**src/rtl/dma_trk_pkg.sv**
```systemverilog
// dma_trk_pkg
//   Shared definitions for the DMA done tracker: channel FSM state
//   encodings, status codes reported to the register file, and default
//   widths/timeout used by the tracker modules.
// Ports: none (package).
package dma_trk_pkg;

    typedef enum logic [1:0] {
        S_IDLE = 2'b00,
        S_BUSY = 2'b01,
        S_DONE = 2'b10
    } chan_state_t;

    typedef enum logic [1:0] {
        ST_OK  = 2'b00,
        ST_OVR = 2'b01,
        ST_TMO = 2'b10,
        ST_BSY = 2'b11
    } status_t;

    localparam int          DEF_LEN_W     = 16;
    localparam int          DEF_TLP_LEN_W = 10;
    localparam logic [31:0] DEF_TIMEOUT   = 32'd1_000_000;

endpackage

```
**src/rtl/dma_chan_tracker.sv**
```systemverilog
// dma_chan_tracker
//   Tracks one DMA direction: loads a request length on start, subtracts
//   the payload of each reported TLP, and finishes on exact completion,
//   overrun or idle timeout. Keeps sticky status and a finished-request
//   counter.
// Ports:
//   clk, rst_n   clock, synchronous active-low reset
//   en           global enable, low acts as reset
//   start        request start pulse, req_len sampled with it
//   tlp_valid    one pulse per TLP, tlp_len payload in DW (0 = 1024)
//   done, busy   registered level outputs
//   status       00 ok, 01 overrun, 10 timeout, 11 start-while-busy
//   done_cnt     requests finished since reset (wraps)
//
// state  | meaning
// -------+-----------------------------------------------------------
// S_IDLE | no request since reset/disable
// S_BUSY | request in flight, counting down remaining DW
// S_DONE | request finished, done held high until next accepted start
module dma_chan_tracker
    import dma_trk_pkg::*;
#(
    parameter int          LEN_W          = DEF_LEN_W,
    parameter int          TLP_LEN_W      = DEF_TLP_LEN_W,
    parameter logic [31:0] TIMEOUT_CYCLES = DEF_TIMEOUT
) (
    input  logic                 clk,
    input  logic                 rst_n,
    input  logic                 en,
    input  logic                 start,
    input  logic [LEN_W-1:0]     req_len,
    input  logic                 tlp_valid,
    input  logic [TLP_LEN_W-1:0] tlp_len,
    output logic                 done,
    output logic                 busy,
    output logic [1:0]           status,
    output logic [31:0]          done_cnt
);

    // The idle timer runs as a down-counter: loading TIMEOUT_CYCLES-1 and
    // expiring at zero gives the same timeout cycle as an up-count from 0.
    localparam logic [31:0] TMO_LOAD = TIMEOUT_CYCLES - 32'd1;

    chan_state_t      state;
    status_t          status_q;
    logic [LEN_W-1:0] remaining;
    logic [31:0]      tmr;
    logic [LEN_W:0]   tlp_ext;
    logic [LEN_W:0]   rem_ext;
    logic             keep_bsy;

    // A zero payload length is the PCIe encoding for 1024 DW.
    assign tlp_ext  = (tlp_len == '0) ? (LEN_W+1)'(1024) : (LEN_W+1)'(tlp_len);
    assign rem_ext  = {1'b0, remaining};
    // A start seen while busy must survive whatever ends this request.
    assign keep_bsy = start || (status_q == ST_BSY);
    assign status   = status_q;

    always_ff @(posedge clk) begin
        if (!rst_n || !en) begin
            state     <= S_IDLE;
            status_q  <= ST_OK;
            remaining <= '0;
            tmr       <= '0;
            done      <= 1'b0;
            busy      <= 1'b0;
            done_cnt  <= '0;
        end else begin
            case (state)
                S_IDLE, S_DONE: begin
                    if (start) begin
                        status_q <= ST_OK;
                        if (req_len == '0) begin
                            state     <= S_DONE;
                            remaining <= '0;
                            done      <= 1'b1;
                            busy      <= 1'b0;
                            done_cnt  <= done_cnt + 32'd1;
                        end else begin
                            state     <= S_BUSY;
                            remaining <= req_len;
                            tmr       <= TMO_LOAD;
                            done      <= 1'b0;
                            busy      <= 1'b1;
                        end
                    end
                end
                S_BUSY: begin
                    if (start)
                        status_q <= ST_BSY;
                    if (tlp_valid) begin
                        tmr <= TMO_LOAD;
                        if (tlp_ext < rem_ext) begin
                            remaining <= remaining - tlp_ext[LEN_W-1:0];
                        end else begin
                            state     <= S_DONE;
                            remaining <= '0;
                            done      <= 1'b1;
                            busy      <= 1'b0;
                            done_cnt  <= done_cnt + 32'd1;
                            if (!keep_bsy && (tlp_ext != rem_ext))
                                status_q <= ST_OVR;
                        end
                    end else if (tmr == '0) begin
                        state    <= S_DONE;
                        done     <= 1'b1;
                        busy     <= 1'b0;
                        done_cnt <= done_cnt + 32'd1;
                        if (!keep_bsy)
                            status_q <= ST_TMO;
                    end else begin
                        tmr <= tmr - 32'd1;
                    end
                end
                default: begin
                    state <= S_IDLE;
                    done  <= 1'b0;
                    busy  <= 1'b0;
                end
            endcase
        end
    end

endmodule

```
**src/rtl/dma_done_tracker.sv**
```systemverilog
// dma_done_tracker
//   Level done tracking for host DMA reads and writes. Two independent
//   channel trackers; this level only maps the rd/wr port names.
// Ports:
//   clk, rst_n, en                       clock, sync active-low reset, enable
//   rd_req_start_i / rd_req_len_i        read request start and length (DW)
//   rd_cpl_valid_i / rd_cpl_len_i        completion TLP pulse and payload
//   wr_req_start_i / wr_req_len_i        write request start and length (DW)
//   wr_tlp_sent_i / wr_tlp_len_i         memory-write TLP pulse and payload
//   rd_/wr_req_done_o, rd_/wr_busy_o     level done / busy
//   rd_/wr_status_o, rd_/wr_done_cnt_o   status and finished-request count
module dma_done_tracker
    import dma_trk_pkg::*;
#(
    parameter int          LEN_W          = DEF_LEN_W,
    parameter int          TLP_LEN_W      = DEF_TLP_LEN_W,
    parameter logic [31:0] TIMEOUT_CYCLES = DEF_TIMEOUT
) (
    input  logic                 clk,
    input  logic                 rst_n,
    input  logic                 en,
    input  logic                 rd_req_start_i,
    input  logic [LEN_W-1:0]     rd_req_len_i,
    input  logic                 rd_cpl_valid_i,
    input  logic [TLP_LEN_W-1:0] rd_cpl_len_i,
    input  logic                 wr_req_start_i,
    input  logic [LEN_W-1:0]     wr_req_len_i,
    input  logic                 wr_tlp_sent_i,
    input  logic [TLP_LEN_W-1:0] wr_tlp_len_i,
    output logic                 rd_req_done_o,
    output logic                 wr_req_done_o,
    output logic                 rd_busy_o,
    output logic                 wr_busy_o,
    output logic [1:0]           rd_status_o,
    output logic [1:0]           wr_status_o,
    output logic [31:0]          rd_done_cnt_o,
    output logic [31:0]          wr_done_cnt_o
);

    dma_chan_tracker #(
        .LEN_W          (LEN_W),
        .TLP_LEN_W      (TLP_LEN_W),
        .TIMEOUT_CYCLES (TIMEOUT_CYCLES)
    ) u_rd (
        .clk       (clk),
        .rst_n     (rst_n),
        .en        (en),
        .start     (rd_req_start_i),
        .req_len   (rd_req_len_i),
        .tlp_valid (rd_cpl_valid_i),
        .tlp_len   (rd_cpl_len_i),
        .done      (rd_req_done_o),
        .busy      (rd_busy_o),
        .status    (rd_status_o),
        .done_cnt  (rd_done_cnt_o)
    );

    dma_chan_tracker #(
        .LEN_W          (LEN_W),
        .TLP_LEN_W      (TLP_LEN_W),
        .TIMEOUT_CYCLES (TIMEOUT_CYCLES)
    ) u_wr (
        .clk       (clk),
        .rst_n     (rst_n),
        .en        (en),
        .start     (wr_req_start_i),
        .req_len   (wr_req_len_i),
        .tlp_valid (wr_tlp_sent_i),
        .tlp_len   (wr_tlp_len_i),
        .done      (wr_req_done_o),
        .busy      (wr_busy_o),
        .status    (wr_status_o),
        .done_cnt  (wr_done_cnt_o)
    );

endmodule

```
**config.mk**
```make
export PLATFORM = sky130hd
export DESIGN_NAME = dma_done_tracker
export DESIGN_NICKNAME = d
export VERILOG_FILES = /design/src/rtl/dma_trk_pkg.sv /design/src/rtl/dma_chan_tracker.sv /design/src/rtl/dma_done_tracker.sv
export SDC_FILE = /design/constraint.sdc
export NUM_CORES = 1
export LEC_CHECK = 0
export ABC_AREA = 1
export CORE_MARGIN = 2
export CORE_UTILIZATION = 58
export DETAILED_ROUTE_END_ITERATION = 12
export PLACE_DENSITY = 0.9
export SYNTH_ARGS = -nofsm -noshare
export SYNTH_HDL_FRONTEND = slang
export SYNTH_SLANG_ARGS = --single-unit
```
**constraint.sdc**
```tcl
create_clock -name clk -period 2.4 [get_ports clk]
set_clock_uncertainty 0.15 [all_clocks]
set_input_delay 0.24 -clock clk [delete_from_list [all_inputs] [get_ports clk]]
set_output_delay 0.24 -clock clk [all_outputs]
set_load 0.005 [all_outputs]
```
# Yosys cells after proc, flatten, opt, wreduce, memory -nomap -nowiden
# Cells that the tools add are included.
dict set report totals {
  n_memories 0
  input_bits 59
  ramBits 0
  mem_bits_ro 0
  latchBits 0
  register_bits 172
  word_cells 161
  output_inout_bits 72
}
dict set report classes {
  n_reduce_logical 31
  n_div 0
  n_lt_le_gt_ge 2
  n_eq_ne 22
  n_shift 0
  n_mul 0
  muxes 86
  n_bitwise 0
  addsub 6
}
# cell count
set op_table {}
lappend op_table {{$mux 32} 18}
lappend op_table {{$pmux 32 s2} 4}
lappend op_table {{$mux 16} 8}
lappend op_table {{$add 32x1->32 const B} 2}
lappend op_table {{$logic_not 32->1} 2}
lappend op_table {{$pmux 16 s2} 2}
lappend op_table {{$sub 32x1->32 const B} 2}
lappend op_table {{$mux 2} 24}
lappend op_table {{$lt 17x16->1} 2}
lappend op_table {{$ne 17x16->1} 2}
lappend op_table {{$logic_not 16->1} 2}
lappend op_table {{$sub 16x16->16} 2}
lappend op_table {{$mux 11} 2}
lappend op_table {{$logic_not 10->1} 2}
lappend op_table {{$mux 1} 20}
lappend op_table {{$pmux 2 s2} 4}
lappend op_table {{$ne 2x2->1 const B} 6}
lappend op_table {{$ne 3x3->1 const B} 4}
lappend op_table {{$reduce_and 3->1} 4}
lappend op_table {{$reduce_and 5->1} 2}
lappend op_table {{$eq 2x2->1 const B} 4}
lappend op_table {{$pmux 1 s2} 4}
lappend op_table {{$reduce_and 4->1} 2}
lappend op_table {{$ne 3x2->1 const B} 2}
lappend op_table {{9 further kinds} 21}

# Longest topological paths before layout
# Gate-level depths: netlist of run 1.
dict set report depth {
  depth_word 8
  ltp_mapped 16
}

# Cells and area by module
# Synthesis of run 1 repeated with hierarchy kept, for this count alone.
dict set report unflattened {
  cells_unflattened 1825
  hier_area_um2 11443.5
}
# module area_per_inst_um2 cells_per_inst seq_area_each_um2 instances
set modules_own_cells {}
lappend modules_own_cells {{dma_chan_tracker (u_rd)} 5796.8 932 1681.6 1}
lappend modules_own_cells {{dma_chan_tracker (u_wr)} 5646.7 893 1681.6 1}

# Worst setup path before layout of run 1
# No wires, ideal clock.
dict set report synth_timing {
  path_type {input-to-reg}
  startpoint {in wr_tlp_len_i[2]}
  endpoint {reg u_wr.done_cnt[7]}
  setup_slack_ns 0.218
  n_path_buf 1
  stages 15
  setup_time_ns 0.134
  t_arrival_ns 1.899
  path_cell_list {inv_1 nand4_1 nor3_1 and2_1 ha_1 nand2_1 nor2_1 nand2_1 nor2_1 nor2_2 nand3_2 nand3_2 buf_4 nand2_1 a21oi_1}
}
dict set report synth_via {
  elab_chain_len 5
}
# element line
set synth_lines {}
lappend synth_lines {{from (decl)} dma_done_tracker.sv:29} ;# input logic [TLP_LEN_W-1:0] wr_tlp_len_i,
lappend synth_lines {{$logic_not 10->1} dma_chan_tracker.sv:53} ;# assign tlp_ext = (tlp_len == '0) ? (LEN_W+1)'(1024) : (LEN_W+1)'(tlp_len);
lappend synth_lines {{$mux 11 *} dma_chan_tracker.sv:53}
lappend synth_lines {{$lt 17x16->1 *} dma_chan_tracker.sv:93} ;# if (tlp_ext < rem_ext) begin
lappend synth_lines {{$ne 3x3->1 (no line) *} -}
lappend synth_lines {{$reduce_and 5->1 (no line) *} -}
lappend synth_lines {{to (signal assigned)} dma_chan_tracker.sv:78} ;# done_cnt <= done_cnt + 32'd1;
lappend synth_lines {{to (signal assigned)} dma_chan_tracker.sv:100} ;# done_cnt <= done_cnt + 32'd1;
lappend synth_lines {{to (signal assigned)} dma_chan_tracker.sv:108} ;# done_cnt <= done_cnt + 32'd1;
lappend synth_lines {{to (decl)} dma_chan_tracker.sv:37} ;# output logic [31:0] done_cnt
# Every way passes the cells marked *; elsewhere a longest branch is shown, timed or not.
# A chain may end at the register's enable or synchronous reset.

==> out/qor.yml, run 1 <==
status: "complete, no violations"
min_path_cells: 6
setup_viol: 0
grt_pass1_vias: 14000
p_per_area_nw_per_um2: 479
slew_headroom_pct: 62.0
avgRoutedWirePerCell_um: 15.7
ys_seq_elements: 168
h-tree-depth: 4
cts_buffer_depth: 2
combPwrFrac_pct: 25.0
power.internal_uw: 5300
rr_endpoint: "u_rd.done_cnt[3]"
netlist_area_um2: 12400
die_h_um: 150
initial_core_util_pct: 58.9
fin_nets: 2363
finalHoldViolations: 0
place.gp.congestion: 0.942
seq_power_share_pct: 38.0
cp.arrival_ps: 2580
swShare_pct: 31.2
cts_made_buffers: 17
antenna_found_initial: 0
ys_types: 39
ff2ff_setup_slack_ps: 20
vias: 14900
synth.yosys.warnings: 0
crit_type: "register to register"
leakagePower_uw: 0.00673
clkPwrFrac_pct: 36.9
final.min_clock_period_ps: 2380
ios: 131
drc: 0
drive_gt1_share_pct: 13.1
antenna_cells: 0
ant_nets: 0
startpoint: "u_rd.busy"
overflow: 0
cp-endpoint: "u_rd.done_cnt[3]"
fin_crit_sh_pct: 99.1
crit_required_ps: 2600
endpoint_kind: "register"
cts.sinks: 168
postRouteWirelength_mm: 40.0
drt_pass1_iterations: 6
placed_cells: 2485
clockRootBuffer: "clkbuf_16"
p_switching_uw: 2400
yosysTopAreaCell: "dfxtp_1"
dp_hpwl_mm: 27.2
r2r-start: "u_rd.busy"
ir_drop_uv: 433
worstSkewPairLatency_ps: 440
synth_cells: 2039
syn_nets: 2148
cts_tree: "yes"
yosysSeqAreaShare_pct: 27.1
grt_start_max_net_pins: 72
synth_top_area_share_pct: 27.1
crit_fanout: 8
fp.dieArea_um2: 22500
grt_util_all_layers_pct: 34.3
port_buffers: 130
area_delta_synth_final_pct: 29.9
start_kind: "register"
stdcell_count: 2540
cap_violations: 0
reg2reg_depth: 11
slew_violations: 0
hold_path_class: "input pin to register"
hold_ws_ps: 272
rows: 53
die_w_um: 150
routed_via_density: 5.85
max_freq_mhz: 420
grt_pass1_wl_mm: 64.1
synth.avg_cell_area_um2: 6.08
clkSlewWorstSetupHoldPaths_ps: 70
worstHoldStart: "rd_cpl_len_i[0]"
core_area_um2: 21000
drtIter0Drc: 1410
synth_area_leaders: "dfxtp_1, nand2_1, nor2_1, a21oi_1, ha_1"
worst_pin_slew_ps: 569
-- stage by stage --
step	total power (uW)	TNS [ps]	area, um^2	util (%)	worst slack [ps]
floorplan	4070	0	12400	-	218
global placement	4660	-39680	14800	70.2	-477
detailed placement	4720	-50220	14800	70.2	-587
CTS	7580	0	15600	74.3	11.8
global route	8030	-556	16100	76.6	-82.5
finish	7710	0	16100	76.6	21.0
-- registers in the layout, summed over array words and instances, names as in the netlist, 2 cells and up --
signal          cells
u_rd.done_cnt      32
u_rd.remaining     16
u_rd.status         2
u_rd.tmr           32
u_wr.done_cnt      32
u_wr.remaining     16
u_wr.state          2
u_wr.status         2
u_wr.tmr           32
-- placed cells by master (no fill, tap or decap), types with 8 or more instances in the layout --
master / Yosys / final
buf_4: 10 / 119
or2_2: 19 / 19
buf_12: 0 / 16
xnor2_1: 9 / 9
dlymetal6s2s_1: 0 / 10
dfxtp_1: 168 / 161
nand2_2: 3 / 12
nor2_2: 14 / 14
inv_2: 7 / 13
a21oi_2: 3 / 8
clkbuf_16: 0 / 24
o21ai_0: 81 / 81
a21oi_1: 216 / 211
nand4_1: 76 / 76
ha_1: 48 / 38
xor2_1: 41 / 41
nor2_1: 321 / 315
nor3_1: 20 / 16
nand2_1: 570 / 560
nand3b_1: 33 / 33
ha_4: 0 / 9
nand3_1: 117 / 114
nor2_4: 10 / 16
clkdlybuf4s50_1: 0 / 118
inv_1: 159 / 152
-- cell families after synthesis --
kind of cell,share of synthesized area [%]
buf+inv,8.07
compound gates,13.6
simple gates,42.4
xor+xnor,3.53
fa+ha+maj,5.17
flops,27.1
-- power by group through the flow --
stage	clock network [uW]	logic [uW]	registers, uW
after floorplan	0	1110	2970
after global placement	0	1680	2980
after detailed placement	0	1730	2980
after CTS	2860	1800	2920
after global routing	2970	2120	2940
final	2850	1930	2930
-- worst max-delay path: stages, from the launching register on --
cell	delay, ps
dfxtp_1	460
inv_2	90
nor2_4	260
inv_2	140
nor2_4	200
inv_2	80
nor2_4	190
nor2_8	60
nand3_4	220
clkbuf_16	190
nand2_1	40
a21oi_1	180
-- per-layer routing --
metal / track usage, % / wire length [um] / vias to the layer above
li1: - / - / 7096
met1: 41.8 / 16000 / 6824
met2: 59.7 / 19400 / 780
met3: 5.64 / 2980 / 164
met4: 14.5 / 1690 / 0
met5: 0 / 0 / -
-- worst min path at each step --
stage	endpoint	slack, ps
after floorplan	u_wr.tmr[29]	270
after global routing	u_rd.remaining[0]	320
after detailed placement	u_rd.tmr[0]	310
after global placement	u_rd.tmr[0]	300
after CTS	u_rd.remaining[10]	300
final	u_rd.remaining[0]	270
-- cell type report --
class                           instances  area [um^2]
Multi-Input combinational cell       1623         8310
Fill cell                            1574         4930
Sequential cell                       168         3370
Timing Repair Buffer                  278         2850
Inverter                              166          627
Clock buffer                           19          443
Tap cell                              275          344
Clock inverter                         11          150
-- synthesized netlist by cell type --
cell / number
o31ai_1: 1
buf_4: 10
a21oi_2: 3
nor2_8: 2
nor4_1: 3
o21bai_1: 7
o211ai_1: 1
nand3b_1: 33
dfxtp_1: 168
nand3_2: 2
o41ai_1: 2
nor3b_1: 2
nand2_1: 570
fa_1: 2
clkbuf_1: 52
nor2_1: 321
nand3_1: 117
o21a_1: 4
nor2_4: 10
nand2_2: 3
buf_2: 19
ha_1: 48
buf_6: 1
o21ai_1: 2
inv_1: 159
nand4_1: 76
a21o_1: 6
and2_1: 4
or2_2: 19
o21ai_0: 81
nor3_1: 20
inv_2: 7
nand4_2: 1
xnor2_1: 9
nor2_2: 14
nand3_4: 2
a21boi_0: 1
xor2_1: 41
a21oi_1: 216
-- what timing repair did --
item	CTS	global route
pin swaps	9	23
gates cloned	4	7
gates resized for setup	25	59
hold buffers	0	0
setup endpoints to repair	93	106
setup buffers	7	7
(Power assumes the default switching activity.)
==> inputs of run 2 (changes only) <==
- ABC_AREA: 1 -> not set
- CORE_UTILIZATION: 58 -> 56
- REMOVE_ABC_BUFFERS: not set -> 1
==> run 2 against run 1 <==
  * The flow now stops in global routing (5_1_grt)
  * Synthesized cell count fell by 39%
  * Synthesized area fell by 20%
==> out/qor.yml, run 2 <==
rows: 48
worst-ep-kind: "register data pin"
grt_repair_worst_endpoint: "u_rd.done_cnt[18]$_SDFFE_PP0P_/D"
ys_seq_elements: 168
yosysMostFrequentCell: "dfxtp_1"
clockRootBuffer: "clkbuf_16"
dp_hpwl_mm: 23.1
cts.sinks: 168
yosysTopAreaCell: "dfxtp_1"
synth_top_area_share_pct: 34.1
dpl-instance-area_um2: 13400
firstError: "[ERROR DPL-0038] Utilization greater than 100%, impossible to legalize"
synth_area_leaders: "dfxtp_1, ha_1, a21oi_1, nor2_1, nand2_1"
status: "aborted with a tool error"
ios: 131
cts_buffer_depth: 2
pre_cts_ws_ps: -1320
synth_cells: 1242
die_h_um: 137
synthFlopType: "dfxtp_1"
place.gp.congestion: 0.944
h-tree-depth: 4
synth.yosys.warnings: 0
async_flop_share_pct: 0
cts_made_buffers: 17
haltStage: "global routing (5_1_grt)"
die_w_um: 137
netlist_area_um2: 9870
grt_start_max_net_pins: 58
ys_types: 60
port_buffers: 130
yosysSeqAreaShare_pct: 34.1
holdBufCountCts: 0
synth-edff-count: 0
placed_cells: 1805
synth_common_cells: "dfxtp_1, nor2_1, nand2_1"
initial_core_util_pct: 57.3
synth.avg_cell_area_um2: 7.95
-- run 2: logic make-up after synthesis --
family          after synthesis  share of synthesized area [%]
simple gates                496                           26.3
mux                          11                           1.13
flops                       168                           34.1
buf+inv                     145                           5.54
compound gates              296                           19.7
xor+xnor                     76                           6.74
fa+ha+maj                    50                           6.49
-- run 2: what timing repair did --
item | 4_1_cts
gates cloned | 7
pin swaps | 83
buffers inserted | 44
gates resized for setup | 201
endpoints found under the setup margin | 168
-- run 2: stage by stage --
stage	TNS (ps)	utilization (%)
floorplan	-96520	-
global placement	-109550	77.5
detailed placement	-139150	77.5
CTS	-78380	88.4
==> inputs of run 3 (changes only) <==
- CORE_UTILIZATION: 56 -> 40
- PLACE_DENSITY: 0.9 -> not set
- PLACE_DENSITY_LB_ADDON: not set -> 0.15
==> run 3 against run 2 <==
  * The flow now finishes, with violations (negative setup slack)
  * Synthesized area stayed put
  * Synthesized cell count did not move
==> out/qor.yml, run 3 <==
drive_gt1_share_pct: 42.2
fin_nets: 1813
grt_pass1_wl_mm: 54.4
crit_required_ps: 2630
crit_type: "register to register"
cp.arrival_ps: 3460
initial_core_util_pct: 40.7
area_delta_synth_final_pct: 75.3
synthFlopType: "dfxtp_1"
clkSlewWorstSetupHoldPaths_ps: 70
drc: 0
worstSkewPairLatency_ps: 440
die_w_um: 161
cts.sinks: 168
synth_top_area_share_pct: 34.1
max_freq_mhz: 310
cts_buffer_depth: 2
status: "complete, but fails checks"
crit_fanout: 11
synth_area_leaders: "dfxtp_1, ha_1, a21oi_1, nor2_1, nand2_1"
final.min_clock_period_ps: 3230
fin_crit_sh_pct: 134
rr_endpoint: "u_rd.done_cnt[30]"
p_per_area_nw_per_um2: 471
pre_cts_ws_ps: -1230
avgRoutedWirePerCell_um: 17.4
endpoint_kind: "register"
worst_pin_slew_ps: 766
yosysMostFrequentCell: "dfxtp_1"
grt_pass1_vias: 11000
layout_common_cells: "buf_4, dfxtp_1, clkdlybuf4s50_1"
ys_types: 60
violations: "negative setup slack"
grt_setup_unrepaired: "yes"
slew_violations: 0
setup_ws_ps: -828
postRouteWirelength_mm: 35.6
start_kind: "register"
cts_made_buffers: 17
min_to: "u_wr.tmr[20]"
dp_hpwl_mm: 21.7
synth_cells: 1242
final_common_cell: "buf_4"
worstHoldStart: "u_wr.tmr[20]"
async_flop_share_pct: 0
core_area_um2: 24200
finalHoldViolations: 0
overflow: 0
min_path_cells: 2
antenna_cells: 0
port_buffers: 130
ys_seq_elements: 168
hold_path_class: "register to register"
place.gp.congestion: 0.883
clockRootBuffer: "clkbuf_16"
synth-edff-count: 0
setup_viol: 162
rows: 57
ios: 131
h-tree-depth: 4
netlist_area_um2: 9870
die_h_um: 161
synth_common_cells: "dfxtp_1, nor2_1, nand2_1"
leakagePower_uw: 0.00670
cts_tree: "yes"
tns_ps: -65250
grt_start_max_net_pins: 44
cap_violations: 0
slew_headroom_pct: 48.4
drtIter0Drc: 640
ant_nets: 0
routed_via_density: 5.53
reg2reg_depth: 10
ir_drop_uv: 422
ff2ff_setup_slack_ps: -830
vias: 11300
fp.dieArea_um2: 26000
drt_pass1_iterations: 7
yosysSeqAreaShare_pct: 34.1
synth.yosys.warnings: 0
grt_util_all_layers_pct: 25.4
r2r-start: "u_rd.tmr[0]"
synth.avg_cell_area_um2: 7.95
yosysTopAreaCell: "dfxtp_1"
antenna_found_initial: 0
-- run 3: cell counts after synthesis --
Identical to the previous run, type by type.
-- run 3: power breakdown --
group / total [uW] / switching (uW) / internal, uW / leakage, uW
Sequential: 2910 / 51.0 / 2860 / 0.00137
Clock: 2790 / 1300 / 1490 / 0.000285
Combinational: 2440 / 1210 / 1230 / 0.00505
-- run 3: per-stage QoR --
| stage | hold slack, ps | instance area (um^2) | instances | total power, uW | util [%] |
|---|---|---|---|---|---|
| 2_1_floorplan | 239 | 9580 | 1165 | 3760 | - |
| 3_3_place_gp | 308 | 13700 | 1929 | 4610 | 56.7 |
| 3_5_place_dp | 311 | 13700 | 1929 | 4630 | 56.7 |
| 4_1_cts | 322 | 16200 | 2025 | 7830 | 67.0 |
| 5_1_grt | 316 | 17300 | 2041 | 8470 | 71.3 |
| 6_report | 324 | 17300 | 2041 | 8150 | 71.3 |
-- run 3: timing repair --
item                       4_1_cts  5_1_grt
gates cloned                     9        1
setup buffers                   66       32
hold buffers                     0        0
pin swaps                      163      155
setup endpoints to repair      168      168
resized for setup              315      202
-- run 3: how the worst max path moves through the flow --
stage / from / end / slack (ps)
2_1_floorplan: u_rd.tmr[0] / u_rd.done_cnt[22] / -1140
3_3_place_gp: wr_tlp_len_i[0] / u_wr.done_cnt[5] / -1090
4_1_cts: u_rd.tmr[5] / u_rd.done_cnt[23] / -810
3_5_place_dp: rd_cpl_len_i[1] / u_rd.done_cnt[24] / -1230
5_1_grt: u_rd.tmr[1] / u_rd.done_cnt[30] / -890
6_report: u_rd.tmr[0] / u_rd.done_cnt[30] / -830
-- run 3: cells by family (layout without fill, tap and decap cells) --
group,after synthesis,count (layout),share of synthesized area (%)
buffers and inverters,145,620,5.54
adders and majority gates,50,50,6.49
AOI/OAI and AO/OA,296,296,19.7
muxes,11,11,1.13
DFF,168,168,34.1
xor gates and xnor gates,76,76,6.74
and+or+nand+nor,496,496,26.3
-- run 3: critical path: stages (launching register included) --
cell and delay [ps]:
dfxtp_2 330, inv_2 70, ha_4 130, or4b_4 460
or3_4 360, or4_4 530, a21oi_4 290, nand4_1 150
buf_6 160, or4_1 470, nand2_1 70
-- run 3: metal layers --
layer | global-route usage (%) | routed length, um
met1 | 33.2 | 15300
met2 | 43.2 | 17400
met3 | 4.52 | 2000
met4 | 6.82 | 889
met5 | 0 | 0
-- run 3: cell type report --
type | instances | area (um^2)
multi-input cells | 929 | 7980
repair buffers | 520 | 4690
flip-flops and latches | 168 | 3390
clock inverters | 13 | 134
fillers | 1744 | 6950
clock buffers | 19 | 443
well taps | 324 | 405
inverters | 68 | 255
